### config.mk
export PLATFORM = sky130hd
export DESIGN_NAME = reg15_input_conditioner_flat
export DESIGN_NICKNAME = d
export VERILOG_FILES = /design/src/rtl/reg15_input_conditioner_if.sv /design/src/rtl/reg15_input_conditioner.sv /design/src/flat_wrapper.sv
export SDC_FILE = /design/constraint.sdc
export NUM_CORES = 1
export LEC_CHECK = 0
export BUFFER_PORTS_ARGS = -buffer_cell sky130_fd_sc_hd__buf_2
export CAP_MARGIN = 20
export CORE_ASPECT_RATIO = 0.6
export CORE_MARGIN = 2
export CORE_UTILIZATION = 50
export CTS_CLUSTER_DIAMETER = 60
export DETAILED_ROUTE_END_ITERATION = 6
export PLACE_DENSITY = 0.67
export SYNTH_ARGS = -nofsm -noshare
export SYNTH_HDL_FRONTEND = slang
export SYNTH_SLANG_ARGS = --single-unit
### constraint.sdc
create_clock -name clock -period 2.95 [get_ports clock]
set_input_delay 0 -clock clock [delete_from_list [all_inputs] [get_ports clock]]
set_output_delay 0 -clock clock [all_outputs]
set_load 0.02 [all_outputs]
### src/rtl/reg15_input_conditioner_if.sv
// reg15_input_conditioner_if: groups the conditioner's input controls and conditioned outputs.
//   raw_in       unsynchronized external input (button/switch)
//   clear_count  synchronous clear of press_count, active-high
//   reg15_input  debounced level feeding regfile reg15_input
//   rise_pulse   one-cycle pulse on accepted 0->1
//   fall_pulse   one-cycle pulse on accepted 1->0
//   press_count  saturating count of accepted rising edges
//   busy         high while a new level is being qualified
interface reg15_input_conditioner_if #(
  parameter int PRESS_W = 16
);
  logic               raw_in;
  logic               clear_count;
  logic               reg15_input;
  logic               rise_pulse;
  logic               fall_pulse;
  logic [PRESS_W-1:0] press_count;
  logic               busy;
  modport master (
    output raw_in, clear_count,
    input  reg15_input, rise_pulse, fall_pulse, press_count, busy
  );
  modport slave (
    input  raw_in, clear_count,
    output reg15_input, rise_pulse, fall_pulse, press_count, busy
  );
endinterface

### src/rtl/reg15_input_conditioner.sv
// reg15_input_conditioner: synchronizes, debounces and edge-detects one raw input for r15.
//   clock    system clock, all state on posedge
//   reset_n  asynchronous active-low reset
//   bus      slave side of reg15_input_conditioner_if (raw_in/clear_count in, conditioned outputs out)
module reg15_input_conditioner #(
  parameter int DEBOUNCE_CYCLES = 16,
  parameter int CNT_W           = 8,
  parameter int PRESS_W         = 16
) (
  input logic                     clock,
  input logic                     reset_n,
  reg15_input_conditioner_if.slave bus
);
  localparam logic [1:0] IDLE_LOW  = 2'd0;
  localparam logic [1:0] WAIT_HIGH = 2'd1;
  localparam logic [1:0] IDLE_HIGH = 2'd2;
  localparam logic [1:0] WAIT_LOW  = 2'd3;
  localparam logic [CNT_W-1:0] LAST = CNT_W'(DEBOUNCE_CYCLES - 1);
  localparam logic [PRESS_W-1:0] PRESS_MAX = '1;
  logic               s1, s2;
  logic [1:0]         state, state_d;
  logic [CNT_W-1:0]   cnt, cnt_d;
  logic               level, rise_q, fall_q;
  logic [PRESS_W-1:0] press, press_cleared, press_d;
  logic               rise, fall;
  always_comb begin
    state_d = state;
    cnt_d   = cnt;
    case (state)
      IDLE_LOW:  if (s2) begin state_d = WAIT_HIGH; cnt_d = CNT_W'(1); end
      WAIT_HIGH: if (!s2) begin state_d = IDLE_LOW; cnt_d = '0; end
                 else if (cnt == LAST) begin state_d = IDLE_HIGH; cnt_d = '0; end
                 else cnt_d = cnt + CNT_W'(1);
      IDLE_HIGH: if (!s2) begin state_d = WAIT_LOW; cnt_d = CNT_W'(1); end
      WAIT_LOW:  if (s2) begin state_d = IDLE_HIGH; cnt_d = '0; end
                 else if (cnt == LAST) begin state_d = IDLE_LOW; cnt_d = '0; end
                 else cnt_d = cnt + CNT_W'(1);
      default:   begin state_d = IDLE_LOW; cnt_d = '0; end
    endcase
  end
  assign rise = state == WAIT_HIGH && state_d == IDLE_HIGH;
  assign fall = state == WAIT_LOW && state_d == IDLE_LOW;
  // Clear takes priority, then a coincident accepted rise counts from zero.
  assign press_cleared = bus.clear_count ? '0 : press;
  assign press_d = rise && press_cleared != PRESS_MAX ? press_cleared + PRESS_W'(1) : press_cleared;
  always_ff @(posedge clock or negedge reset_n) begin
    if (!reset_n) begin
      s1     <= 1'b0;
      s2     <= 1'b0;
      state  <= IDLE_LOW;
      cnt    <= '0;
      level  <= 1'b0;
      rise_q <= 1'b0;
      fall_q <= 1'b0;
      press  <= '0;
    end else begin
      s1     <= bus.raw_in;
      s2     <= s1;
      state  <= state_d;
      cnt    <= cnt_d;
      level  <= state_d == IDLE_HIGH || state_d == WAIT_LOW;
      rise_q <= rise;
      fall_q <= fall;
      press  <= press_d;
    end
  end
  assign bus.reg15_input = level;
  assign bus.rise_pulse  = rise_q;
  assign bus.fall_pulse  = fall_q;
  assign bus.press_count = press;
  assign bus.busy        = state == WAIT_HIGH || state == WAIT_LOW;
endmodule

### src/flat_wrapper.sv
// flat-port wrapper written by rule: the top's interface ports become plain ports
module reg15_input_conditioner_flat 
#(
  parameter int DEBOUNCE_CYCLES = 16,
  parameter int CNT_W           = 8,
  parameter int PRESS_W         = 16
)
  (clock, reset_n, bus_raw_in, bus_clear_count, bus_reg15_input, bus_rise_pulse, bus_fall_pulse, bus_press_count, bus_busy);
  reg15_input_conditioner_if #(.PRESS_W(PRESS_W)) bus_i ();
  input logic clock;
  input logic reset_n;
  input wire logic [$bits(bus_i.raw_in)-1:0] bus_raw_in;
  input wire logic [$bits(bus_i.clear_count)-1:0] bus_clear_count;
  output wire logic [$bits(bus_i.reg15_input)-1:0] bus_reg15_input;
  output wire logic [$bits(bus_i.rise_pulse)-1:0] bus_rise_pulse;
  output wire logic [$bits(bus_i.fall_pulse)-1:0] bus_fall_pulse;
  output wire logic [$bits(bus_i.press_count)-1:0] bus_press_count;
  output wire logic [$bits(bus_i.busy)-1:0] bus_busy;
  assign bus_i.raw_in = bus_raw_in;
  assign bus_i.clear_count = bus_clear_count;
  assign bus_reg15_input = bus_i.reg15_input;
  assign bus_rise_pulse = bus_i.rise_pulse;
  assign bus_fall_pulse = bus_i.fall_pulse;
  assign bus_press_count = bus_i.press_count;
  assign bus_busy = bus_i.busy;
  reg15_input_conditioner #(.DEBOUNCE_CYCLES(DEBOUNCE_CYCLES), .CNT_W(CNT_W), .PRESS_W(PRESS_W)) u_core (.clock(clock), .reset_n(reset_n), .bus(bus_i));
endmodule
==> summary.txt, run 1 <==
Placement
  – Post-DP HPWL: 2320 um
  – GPL Wtd Cong: just over 0.9
  – PortBufs: 23
  – Pre-CTS setup slack: between 0.8 and 0.9 ns

Yosys
  – Count leader, synth: dfrtp_1
  – Main combinational cell family by area after synthesis: simple AND/OR/NAND/NOR gates
  – Post-synth EDFFs: 0
  – Syn_nets: ~160
  – Post-synthesis adder-cell area fraction: 1.54%
  – Cells after synthesis: roughly 150
  – Unique cell type count in the Yosys netlist: 36
  – Mux contribution to synthesized area: roughly 4%
  – Top cells by area, synth: dfrtp_1, xnor2_1, nor2b_1
  – Post-Synth XOR/XNOR Area: 7.56%
  – Post-synth top flop: dfrtp_1
  – Ys async rst share: 100%
  – Yosys Warn Count: 0
  – Post-synth top cells: dfrtp_1, nand3_1, nor2b_1
  – Synth Cell Area: 1620 sq um
  – Simple-gate share of the synthesized area: 27.0%
  – Post-synthesis sequential area ratio: a little under half
  – #FFs+latches synth: 31
  – Share of the synthesized area in the top cell type: 47.8%
  – Yosys top cell by area: dfrtp_1
  – Post-synthesis compound-gate area fraction: 9.95%
  – Syn Area/Cell: 10.6 sq um

STA
  – RSZ-0062 raised after global routing: false
  – # setup viols final: 0
  – Maximum clock rate: 476 MHz
  – Clk_skew: 0.00572 ns
  – Pins Over Slew Limit: 0
  – Final Worst Setup Slack: between 0.8 and 0.9 ns
  – Final Hold Viols: 0
  – Max_slew headroom: a little under three fifths
  – Setup TNS after final layout: 0 ns
  – Period minus WS final: 2.10 ns
  – Tcrit/Tclk final: 71.2%
  – Worst-margin pin slew: ~0.66 ns

Drt
  – Total Wirelength: 3160 um
  – Routed length per instance: 14.3 um
  – DRC errors left: 0
  – First drt pass iteration count: 5
  – Vias per std cell: 5.62
  – Final ANT Viol Nets: 0
  – DR vias: 1248
  – Iteration-0 DRC Markers: 46

Clocking
  – Clock-pin slew on the worst setup and hold paths: 0.07 ns
  – Setup Buffers After CTS: 0
  – CTS buffer count: 5
  – CTS tree: yes
  – Clock buffer depth: 2
  – Clock Latency Late Sink: 0.28 ns
  – Clk sinks: 31
  – CTS root buf: clkbuf_8
  – PostCTS Resize Cnt: 0
  – H-tree levels: 2

Floorplan
  – Die footprint: ~3700 sq um
  – Num ports: 24
  – Die H: 48.1 um
  – Initial Utilization: 54.4%
  – Total core area: slightly below 3000 sq um
  – Rows: 15
  – Die width: about 78 um

Min path
  – Min-delay worst type: in2reg
  – HP Start: bus_clear_count

Global routing
  – Total gr overflow: 0
  – Number of global-route vias before repair: 1042
  – Initial antenna violation count: 0
  – Pin count of the biggest net entering global routing: 32
  – First-pass GRT wire length: ~5200 um
  – GRT Resource Usage Total: 19.3%

Setup path
  – Crit Path Category: reg2reg
  – CP peak stage delay: 0.41 ns
  – CP endpoint kind: flip-flop
  – Reg2Reg Launch Point: u_core.bus.press_count[0]
  – Startpoint type of the worst setup path: flip-flop
  – Crit-path cells: nor2b_1, ha_1, nand3_1, nor4_4, a21oi_4, mux2_1
  – Critical Path Source: u_core.bus.press_count[0]
  – CP max-delay cell: dfrtp_1
  – Critical Path AT: approximately 2.3 ns
  – CP required: 3.12 ns
  – CP max FO: 9

Cells and area
  – Area of the multi-input gates: between 800 and 900 sq um
  – Register Area: about 780 sq um
  – Final Util: between 60% and 70%
  – # nets final: 185
  – Final-layout fill cell count: 246
  – Area delta synth->final: 17.3%
  – Share of cells above drive strength 1: 22.2%
  – Antenna cells: 0

Power and ir drop
  – Leakage power: approximately 0.00091 uW
  – Power Dens Cells: 475 nW/um^2
  – Peak supply drop: 0.000312 V

Outcome
  – Outcome: finished, final reports clean

Run
  – Max_cap viols: 0
[worst max-delay path: cells and delay by family, from the launching register on]
kind                       cells  cell delay, ns
DFF                            1            0.41
and+or+nand+nor                3            0.79
AOI/OAI and AO/OA              1            0.17
adders and majority gates      1            0.25
muxes                          1            0.35
[path summary, 6_finish.rpt]
| path | slack (ns) | end | depth (start not counted) |
|---|---|---|---|
| setup reg to reg | 0.85 | u_core.bus.press_count[1] | 6 |
| min in group asynchronous | 0.28 | u_core.bus.press_count[4] | 2 |
| hold / removal | 0.11 | u_core.bus.press_count[9] | 2 |
| setup / recovery | 0.85 | u_core.bus.press_count[1] | 6 |
| hold reg to reg | 0.35 | u_core.s2 | 0 |
| max in group asynchronous | 2.24 | u_core.bus.rise_pulse | 2 |
[layout by cell type, fill, tap and decap left out]
cell | synthesis | layout
ha_1 | 2 | 2
nand3_1 | 13 | 13
and4_1 | 2 | 2
or4_1 | 1 | 1
o41ai_1 | 1 | 1
and3_1 | 3 | 3
nand4b_1 | 1 | 1
buf_2 | 2 | 23
inv_1 | 3 | 3
clkbuf_8 | 0 | 6
nand2b_1 | 3 | 3
a21boi_0 | 1 | 1
nor3b_1 | 1 | 1
xor2_1 | 4 | 4
nor3_1 | 2 | 2
a21oi_1 | 3 | 3
mux2_2 | 2 | 2
clkinv_2 | 0 | 1
mux2_1 | 1 | 1
a211oi_2 | 3 | 3
and4b_1 | 3 | 3
nor4_4 | 2 | 2
a31o_1 | 1 | 1
nand2_1 | 8 | 8
nor2b_1 | 11 | 11
mux2i_1 | 3 | 3
o211ai_1 | 1 | 1
bufinv_16 | 0 | 1
dfrtp_1 | 31 | 31
dlygate4sd3_1 | 0 | 2
o21ai_0 | 9 | 9
nor2_1 | 10 | 10
xnor2_1 | 10 | 10
a21oi_4 | 1 | 1
a31oi_1 | 1 | 1
a22o_1 | 1 | 1
nand4_4 | 1 | 1
nand4_1 | 5 | 5
nand3b_1 | 3 | 3
[per-stage QoR]
step | instances | instance area, sq um | hold slack, ns | power, uW
after global routing | 222 | 1900 | 0.130 | 934
after floorplan | 153 | 1620 | -0.296 | 462
final | 222 | 1900 | 0.111 | 904
after CTS | 222 | 1900 | 0.107 | 912
after detailed placement | 212 | 1770 | 0.0845 | 477
after global placement | 212 | 1770 | 0.0699 | 476
[what timing repair did]
action	CTS	global route
endpoints found under the setup margin	0	0
endpoints found under the hold margin	32	0
hold buffers	2	0
[sequential cells by signal, indices dropped and copies added, names as in the netlist]
signal                  flops
u_core.bus.press_count     16
u_core.cnt                  8
u_core.state                2
u_core.bus.fall_pulse       1
u_core.bus.reg15_input      1
u_core.bus.rise_pulse       1
u_core.s1                   1
u_core.s2                   1
[cells by family after synthesis]
| logic type | Yosys count |
|---|---|
| DFF | 31 |
| adders and majority gates | 2 |
| and+or+nand+nor | 69 |
| xor gates and xnor gates | 14 |
| muxes | 6 |
| buffers and inverters | 9 |
| AOI/OAI and AO/OA | 22 |
[report_power, final]
group          internal [uW]  switching, uW
combinational           11.4           21.6
sequential               430           6.89
clock                    273            160
[layer usage]
| layer | track usage (%) | wire [um] | vias up |
|---|---|---|---|
| li1 | - | - | 603 |
| met1 | 27.7 | 1650 | 589 |
| met2 | 26.4 | 1220 | 47 |
| met3 | 5.74 | 236 | 9 |
| met4 | 10.7 | 59 | 0 |
| met5 | 0 | 0 | - |
[layout make-up]
type,instances,share of cell area (%)
inverters,3,0.592
repair buffers,25,7.10
well taps,42,2.76
flip-flops and latches,31,40.8
multi-input cells,113,42.6
clock inverters,2,1.84
clock buffers,6,4.34
Power figures use the tool's default switching activity.
==> run 2: changes to the inputs <==
- clock period: 2.95 -> 2.09 ns (I/O delays scaled with it)
==> run 2 against run 1 <==
  * Combinational power increased by 53%
  * Largest cell class unchanged
  * Clock skew shrank 0.0015 ns
  * Highest routed layer unchanged
  * Setup slack lost 0.67 ns
  * Critical path type is now in2reg
  * Routed wire length increased by 4.1%
  * Final cell count up 2.7%
  * Clock-buffer cell count rose by 1
  * Clock power up 2%
  * Die area unchanged
  * Via count grew 0.32%
  * Non-clock buffer count up 6
==> summary.txt, run 2 (synthesis gave the netlist of run 1 again) <==
Outcome
  – Outcome: finished, final reports clean

Power and ir drop
  – Power Dens Cells: 579 nW/um^2
  – Sw Ratio: between 20% and 30%
  – P_sw: 249 uW
  – Peak supply drop: 0.000677 V
  – Reg power frac: 55.7%
  – Leakage power: 0.000918 uW
  – Combinational Power Share: 4.6%
  – Clk pwr share: between 30 and 40%
  – Pint: 860 uW
  – Final Power: approximately 1100 uW

STA
  – Hold Worst Slack: 0.299 ns
  – Tcrit/Tclk final: 91.6%
  – # setup viols final: 0
  – Setup TNS after final layout: 0 ns
  – Max_slew headroom: 55.3%
  – Worst-margin pin slew: 0.670 ns
  – Pins Over Slew Limit: 0
  – Period minus WS final: 1.91 ns
  – Maximum clock rate: 522 MHz
  – RSZ-0062 raised after global routing: false
  – Final Worst Setup Slack: 0.176 ns
  – Clk_skew: 0.00425 ns
  – Final Hold Viols: 0

Global routing
  – Met1 usage: around 31%
  – Met3 usage: 5.74%
  – Grt peak-use layer: met1
  – Met2 Use GR: around 28%
  – GRT Resource Usage Total: 20.2%
  – Initial antenna violation count: 0
  – Number of global-route vias before repair: 1144
  – Total gr overflow: 0
  – First-pass GRT wire length: 5630 um
  – Pin count of the biggest net entering global routing: 32

Clocking
  – Clock-pin slew on the worst setup and hold paths: 0.06 ns
  – CTS tree: yes
  – CTS root buf: clkbuf_8
  – CTS buffer count: 5
  – # hold bufs at CTS: 3
  – Setup Buffers After CTS: 0
  – H-tree levels: 2
  – Clock buffer depth: 2
  – PostCTS Resize Cnt: 0
  – Clk sinks: 31
  – Clock Latency Late Sink: 0.27 ns

Placement
  – Pre-CTS setup slack: 0.216 ns
  – Post-DP HPWL: 2400 um
  – PortBufs: 23
  – Cells after DPL: roughly 220
  – GPL Wtd Cong: 0.861

Setup path
  – Worst Reg-to-Reg Cells: 5
  – CP endpoint kind: flip-flop
  – CP max-delay cell: dlygate4sd3_1
  – Crit Path Category: in2reg
  – Critical Path AT: 2.11 ns
  – Buf+Inv Stages, Crit Path: 3
  – CP required: 2.29 ns
  – Crit-path cells: dlygate4sd3_1, buf_2, nor2b_1, ha_1, nand3_1, nor4_4, buf_4, a211oi_2, nand3_1, xnor2_1
  – CP max FO: 8
  – CP peak stage delay: 0.53 ns
  – Worst path top cell family by delay: buffers and inverters
  – CP Depth: 10
  – Startpoint type of the worst setup path: primary input
  – Most used cell, CP: nand3_1

Cells and area
  – Share of cells above drive strength 1: 23.1%
  – Final std cells w/o fill: 228
  – Most frequent cells in the layout: dfrtp_1, buf_2, nand3_1, nor2b_1
  – Max reg flops: 16
  – Leading cell type in the layout, fill and taps excluded: dfrtp_1
  – Antenna cells: 0
  – Area delta synth->final: 18.0%
  – # nets final: 191

Drt
  – DRC errors left: 0
  – DR vias: 1252
  – Iteration-0 DRC Markers: 80
  – Routed length per instance: 14.4 um
  – Vias per std cell: 5.49
  – Total Wirelength: 3290 um
  – First drt pass iteration count: 4
  – Final ANT Viol Nets: 0

Floorplan
  – Die H: 48.1 um
  – Num ports: 24
  – Total core area: 2980 sq um
  – Die width: roughly 78 um
  – Die footprint: 3730 sq um
  – Initial Utilization: 54.4%
  – Rows: 15

Min path
  – Min-delay worst type: in2async

Run
  – Max_cap viols: 0
run 2: changes by cell type in the layout (fill, tap and decap cells not counted):
cell           change
buf_4              +5
dlygate4sd3_1      +1
bufinv_16          -1
clkbuf_1           +2
clkbuf_8           -1
run 2: final cells by class:
class	count	area, sq um
clock buffers	7	76.3
clock inverters	1	5.00
fillers	250	1070
inverters	3	11.3
multi-input cells	113	811
flip-flops and latches	31	776
well taps	42	52.6
repair buffers	31	183
run 2: worst paths after layout:
check / start / endpoint / slack [ns]
setup reg to reg: u_core.cnt[0] / u_core.bus.press_count[1] / 0.20
max in group asynchronous: reset_n / u_core.bus.rise_pulse / 1.35
hold / removal: reset_n / u_core.bus.reg15_input / 0.30
setup / recovery: bus_clear_count / u_core.bus.press_count[11] / 0.18
min in group clock: u_core.s1 / u_core.s2 / 0.36
hold reg to reg: u_core.s1 / u_core.s2 / 0.36
run 2: stage by stage:
step	instance area (sq um)	utilization, %
3_3_place_gp	1800	60.4
2_1_floorplan	1620	-
6_report	1910	64.2
3_5_place_dp	1800	60.4
5_1_grt	1910	64.2
4_1_cts	1910	64.2
run 2: layer usage:
metal | wire length, um | vias to the layer above
li1 | - | 613
met1 | 1830 | 607
met2 | 1270 | 27
met3 | 176 | 5
met4 | 23 | 0
met5 | 0 | -
run 2: power groups by stage:
stage	clock network (uW)	logic [uW]	registers, uW
floorplan	0	28.1	625
global placement	0	45.7	628
detailed placement	0	47.3	629
CTS	451	51.4	618
global route	477	58.3	619
finish	440	50.4	618
